## config.mk

```make
export PLATFORM = sky130hd
export DESIGN_NAME = button_debouncer
export DESIGN_NICKNAME = d
export VERILOG_FILES = /design/src/rtl/button_pkg.sv /design/src/rtl/button_debounce_channel.sv /design/src/rtl/button_debouncer.sv
export SDC_FILE = /design/constraint.sdc
export NUM_CORES = 1
export LEC_CHECK = 0
export CORE_MARGIN = 1.5
export CORE_UTILIZATION = 30
export DETAILED_ROUTE_END_ITERATION = 12
export MAX_ROUTING_LAYER = met4
export PLACE_DENSITY = 0.55
export REMOVE_ABC_BUFFERS = 1
export SLEW_MARGIN = 20
export SYNTH_ARGS = -nofsm -noshare
export SYNTH_HDL_FRONTEND = slang
export SYNTH_HIERARCHICAL = 1
export SYNTH_SLANG_ARGS = --single-unit
export TNS_END_PERCENT = 50
```

## constraint.sdc

```tcl
create_clock -name clk -period 1.7 [get_ports clk]
set_input_delay 0.34 -clock clk [delete_from_list [all_inputs] [get_ports clk]]
set_output_delay 0.34 -clock clk [all_outputs]
set_load 0.02 [all_outputs]
```

## src/rtl/button_pkg.sv

```systemverilog
// Shared types and defaults for the button debouncer.
// Imported by the channel and top-level modules.
package button_pkg;

  typedef enum logic [1:0] {
    RELEASED,
    PRESS_WAIT,
    PRESSED,
    RELEASE_WAIT
  } debounce_state_t;

  localparam int unsigned N_BUTTONS_DEFAULT = 4;

endpackage

```

## src/rtl/button_debounce_channel.sv

```systemverilog
// One button channel: synchronizer, debounce FSM,
// press strobe and sticky press flag.
module button_debounce_channel
  import button_pkg::*;
#(
  parameter int unsigned DEBOUNCE_CYCLES = 16
) (
  input  logic clk,
  input  logic rst_n,
  input  logic raw,
  input  logic event_clear,
  output logic button_state,
  output logic press_pulse,
  output logic press_event
);

  localparam int unsigned CW = $clog2(DEBOUNCE_CYCLES);
  localparam logic [CW-1:0] CNT_MAX =
    CW'(DEBOUNCE_CYCLES - 1);

  logic            sync_q1;
  logic            sync_q2;
  logic [CW-1:0]   cnt;
  debounce_state_t state;

  always_ff @(posedge clk or negedge rst_n) begin
    if (!rst_n) begin
      sync_q1 <= 1'b0;
      sync_q2 <= 1'b0;
    end else begin
      sync_q1 <= raw;
      sync_q2 <= sync_q1;
    end
  end

  // Outputs are updated on the same edge as the state.
  always_ff @(posedge clk or negedge rst_n) begin
    if (!rst_n) begin
      state        <= RELEASED;
      cnt          <= '0;
      button_state <= 1'b0;
      press_pulse  <= 1'b0;
    end else begin
      press_pulse <= 1'b0;
      unique case (state)
        RELEASED: begin
          if (sync_q2) begin
            state <= PRESS_WAIT;
            cnt   <= '0;
          end
        end
        PRESS_WAIT: begin
          if (!sync_q2) begin
            state <= RELEASED;
            cnt   <= '0;
          end else if (cnt == CNT_MAX) begin
            state        <= PRESSED;
            cnt          <= '0;
            button_state <= 1'b1;
            press_pulse  <= 1'b1;
          end else begin
            cnt <= cnt + CW'(1);
          end
        end
        PRESSED: begin
          if (!sync_q2) begin
            state <= RELEASE_WAIT;
            cnt   <= '0;
          end
        end
        RELEASE_WAIT: begin
          if (sync_q2) begin
            state <= PRESSED;
            cnt   <= '0;
          end else if (cnt == CNT_MAX) begin
            state        <= RELEASED;
            cnt          <= '0;
            button_state <= 1'b0;
          end else begin
            cnt <= cnt + CW'(1);
          end
        end
        default: begin
          state        <= RELEASED;
          cnt          <= '0;
          button_state <= 1'b0;
        end
      endcase
    end
  end

  // A pulse wins over a coincident clear.
  always_ff @(posedge clk or negedge rst_n) begin
    if (!rst_n) begin
      press_event <= 1'b0;
    end else begin
      press_event <= press_pulse |
                     (press_event & ~event_clear);
    end
  end

endmodule

```

## src/rtl/button_debouncer.sv

```systemverilog
// Multi-channel button debouncer; one independent
// channel instance per button.
module button_debouncer
  import button_pkg::*;
#(
  parameter int unsigned DEBOUNCE_CYCLES = 16,
  parameter int unsigned N_BUTTONS = N_BUTTONS_DEFAULT
) (
  input  logic                 clk,
  input  logic                 rst_n,
  input  logic [N_BUTTONS-1:0] button_raw,
  input  logic [N_BUTTONS-1:0] event_clear,
  output logic [N_BUTTONS-1:0] button_state,
  output logic [N_BUTTONS-1:0] press_pulse,
  output logic [N_BUTTONS-1:0] press_event
);

  for (genvar i = 0; i < N_BUTTONS; i++) begin : g_ch
    button_debounce_channel #(
      .DEBOUNCE_CYCLES(DEBOUNCE_CYCLES)
    ) u_ch (
      .clk         (clk),
      .rst_n       (rst_n),
      .raw         (button_raw[i]),
      .event_clear (event_clear[i]),
      .button_state(button_state[i]),
      .press_pulse (press_pulse[i]),
      .press_event (press_event[i])
    );
  end

endmodule

```

Word-level counts from Yosys, hierarchy flattened. Cells that the tools add are included.

Register bits after elaboration: 44. Bits of input ports: 10. Output and inout bits: 12. Word-level logic and storage cells: 196.

Add/subtract/negate cells: 4. Eq/ne operators: 48. Muxes and demuxes: 84. Bitwise gates (word level): 12. Reductions and logical operators: 20.

Operators with widths (count): $mux 4 (20); $pmux 4 s4 (4); $mux 2 (24); $ne 2x1->1 const B (16); $pmux 2 s4 (4); $mux 1 (28); $reduce_and 5->1 (4); $add 4x1->4 const B (4); $eq 2x2->1 const B (8); $eq 4x4->1 const B (4); $ne 2x2->1 const B (8); $reduce_and 4->1 (4); $ne 3x1->1 const B (4); $ne 3x3->1 const B (4); $eq 2x1->1 const B (4); $logic_not 2->1 (4); $pmux 1 s2 (4); $reduce_and 2->1 (4); $reduce_bool 2->1 (4); $and 1x1->1 (4); $not 1->1 (4); $or 1x1->1 (4).

Depth between registers and ports, before layout.
Depth after elaboration: 4. Gate-level depth with buffers: 4. Gate-level depth less buffers: 4.

Hierarchy. The synthesis kept the hierarchy.

Modules (own cells, without submodules): button_debounce_channel (g_ch[0].u_ch ...) (times used 3, cells each 44, area an instance 478.0 sq um); button_debounce_channel (g_ch[3].u_ch) (times used 1, cells each 41, area an instance 474.2 sq um).

Worst setup path after synthesis. No wires, ideal clock.

Path type: reg2reg. Start: reg with a tool-made name. End: reg g_ch[0].u_ch.cnt[3]. Arrival time: 1.202 ns. Required time: 1.631 ns. Slack: 0.429 ns. Cell stages (with the launch flop): 4. Path buffers: 0. Period minus slack after synthesis: 1.271 ns. Cell sequence: dfrtp_1 xnor2_1 or4b_1 nand3_1.

RTL lines: end signal, assigned (RTL line button_debounce_channel.sv:62) `cnt <= cnt + CW'(1);`; end signal, assigned (RTL line button_debounce_channel.sv:80) `cnt <= cnt + CW'(1);`; end, declared (RTL line button_debounce_channel.sv:23) `logic [CW-1:0] cnt;`.

Worst setup path after layout.
Start: reg g_ch[0].u_ch.press_pulse. End: out press_pulse[0].

RTL lines: start, declared (RTL line button_debounce_channel.sv:13) `output logic press_pulse,`; start signal, assigned (RTL line button_debounce_channel.sv:42) `press_pulse <= 1'b0;`; start signal, assigned (RTL line button_debounce_channel.sv:44) `press_pulse <= 1'b0;`; start signal, assigned (RTL line button_debounce_channel.sv:60) `press_pulse <= 1'b1;`; end, declared (RTL line button_debouncer.sv:14) `output logic [N_BUTTONS-1:0] press_pulse,`.

No word-level cell between the ends.

==> flow_summary.toml <==
[worst_setup_path]
critPathLaunchType = "flip-flop"
cp_max_fo = 2
worstSetupPathType = "reg2out"
crit_required_ps = 1360
cp_top_family = "buffers and inverters"
cp_slowest_cell = "clkdlybuf4s50_1"
crit_buf_inv = 1
worst_ep_arrival_time_ps = 1310
worstSetupEndpointType = "primary output"
cpPeakStageDelay_ps = 620
cp_cell_sequence = "clkdlybuf4s50_1"

[route]
viasPerCell = 5.02
drt_iter0_drc = 45
routed_wl_mm = 3.26
num_vias = 1376
first_pass_iters = 2
wire_per_inst_um = 11.9
drc = 0
ant_nets = 0

[global_routing]
grt_pass1_wl_mm = 5.59
track_usage_pct = 11.2
first_global_vias = 1264
overflow = 0
grt_max_degree = 45
antenna_found_initial = 0

[sta]
slew_violations = 0
worst_slack_ps = 51.3
tightestPinTransition_ps = 524
skew_ps = 3.46
tns_ps = 0
period_share_pct = 97.0
rsz0062_at_grt = "no"
finalSetupViolCount = 0
min_period_ps = 1650
hold_viol = 0
fmax_mhz = 607
slew_headroom_pct = 64.8

[cells_and_area]
fin_cells = 274
nets = 212
synthToLayoutAreaGrowth_pct = 21.0
fillers = 611
num_antenna_cells = 0
drive_gt1_share_pct = 6.03
final_util_pct = 38.3

[synthesis]
netlist_instances = 173
ys_async_sr_fraction_pct = 100
yosysTopAreaCell = "dfrtp_1"
synth.most_common_cell = "dfrtp_1"
synth_flop_cell = "dfrtp_1"
synth_area_um2 = 1910
syn_avg_cell_area_um2 = 11.0
synth-edff-count = 0
synth.top_cells.by_area = "dfrtp_1 58%, nand3b_1 4.3%, nand3_1 3.9%"
seq_area_frac_synth_pct = 57.7
ys_ff_latch = 44
synth_warnings = 6
synth_cell_types = 28
netlist.area_leader.share_pct = 57.7
synth_commonest_cells = "44 x dfrtp_1, 16 x nand2_1, 15 x nand3_1, 12 x inv_1, 11 x nand3b_1"

[floorplanning]
rows = 28
start_util_pct = 31.7
io_pins = 22
die_y_um = 82.8
die-area_um2 = 6850
coreArea_um2 = 6030
die_width_um = 82.8

[status]
outcome = "finished clean"

[pwr]
cellLeakagePower_nw = 1.06
peakVddDrop_mv = 0.570
power_density_nw_per_um2 = 881

[cts]
hold_buffers = 0
cts_buffers = 5
clk_pin_slew_ps = 80
worstSkewPairLatency_ps = 300
cts_tree = "built"
cts_sinks = 44
cts_root_buffer = "clkbuf_8"
h-tree-depth = 2
cts_max_path_buffers = 2
cts_resized = 0
cts_setup_buffers = 0

[placed_design]
post-dp-hpwl_mm = 2.22
post-place-ws_ps = 339
dp_cells = 266
routabilityCongestion = 0.722
io_buffers = 21

[flow_run]
drv_cap = 0

[worst_hold_path]
hold_class = "in2async"
==> flip-flops by register name (all words and copies together), names as in the netlist, named ones only <==
register / flops
g_ch.u_ch/cnt: 16
g_ch.u_ch/sync_q2: 4
g_ch.u_ch/press_event: 4
g_ch.u_ch/press_pulse: 4
g_ch.u_ch/button_state: 4
g_ch.u_ch/state: 4
g_ch.u_ch/sync_q1: 4
==> power by group <==
group | internal, mW | switching (mW) | leakage [nW]
registers | 1.08 | 0.0465 | 0.576
logic | 0.0581 | 0.0620 | 0.429
clock network | 0.436 | 0.350 | 0.0552
==> stage by stage <==
stage | instance area [µm²] | hold WS [ps] | power, mW
6_report | 2310 | 7.07 | 2.04
5_1_grt | 2310 | 10.1 | 2.14
4_1_cts | 2310 | 11.3 | 2.08
3_5_place_dp | 2200 | 336 | 1.27
3_3_place_gp | 2200 | 332 | 1.27
2_1_floorplan | 1880 | 44.4 | 1.20
==> metal layers <==
layer | up-vias | track usage, % | wire (µm)
li1 | 665 | - | -
met1 | 681 | 13.6 | 1550
met2 | 22 | 16.4 | 1470
met3 | 8 | 4.84 | 179
met4 | 0 | 4.00 | 53
met5 | - | - | 0
==> placed cells by master (no fill, tap or decap), types with 3 or more instances in the layout <==
cell and count:
nor2_1 6, nand3b_1 11, o21ai_0 9, o2111ai_1 4
or4b_1 3, o31ai_1 3, clkbuf_8 5, ha_1 4
a21o_1 4, xnor2_1 3, clkdlybuf4s50_1 19, nand4_1 4
dfrtp_1 44, o22ai_1 3, nand2_1 16, inv_1 12
a21oi_1 10, xor2_1 6, and4_1 3, nand3_1 15
==> worst paths after layout <==
path                                                     from  slack [ps]                                     to  cells past startpoint
setup / recovery           g_ch[0].u_ch/press_pulse$_DFF_PN0_          50                         press_pulse[0]                      1
setup reg to reg                                    flip-flop         310        g_ch[2].u_ch/cnt[3]$_DFFE_PN0P_                      3
min in group clk               g_ch[3].u_ch/sync_q1$_DFF_PN0_         350         g_ch[3].u_ch/sync_q2$_DFF_PN0_                      0
hold reg to reg                g_ch[3].u_ch/sync_q1$_DFF_PN0_         350         g_ch[3].u_ch/sync_q2$_DFF_PN0_                      0
hold / removal                                          rst_n           7  g_ch[1].u_ch/button_state$_DFFE_PN0P_                      2
max in group asynchronous                               rst_n        1490      g_ch[0].u_ch/state[0]$_DFFE_PN0P_                      2
==> cell families after synthesis <==
group                    count (synthesis)  synth area share (%)
adder cells (fa/ha/maj)                  4                  2.62
multiplexers                             1                 0.590
buffers and inverters                   16                  3.80
XOR/XNOR                                10                  4.98
AO/OA/AOI/OAI                           36                  11.6
AND/OR/NAND/NOR                         62                  18.7
flip-flops                              44                  57.7
==> layout make-up <==
class                   instances  area [µm²]  share of cell area [%]
clock buffers                   6        72.6                    3.14
clock inverters                 2        35.0                    1.52
repair buffers                 22         228                    9.86
well taps                      75        93.8                    4.06
inverters                      12        45.0                    1.95
flip-flops and latches         44        1100                    47.7
multi-input cells             113         734                    31.8
Power figures use the tool's default switching activity.
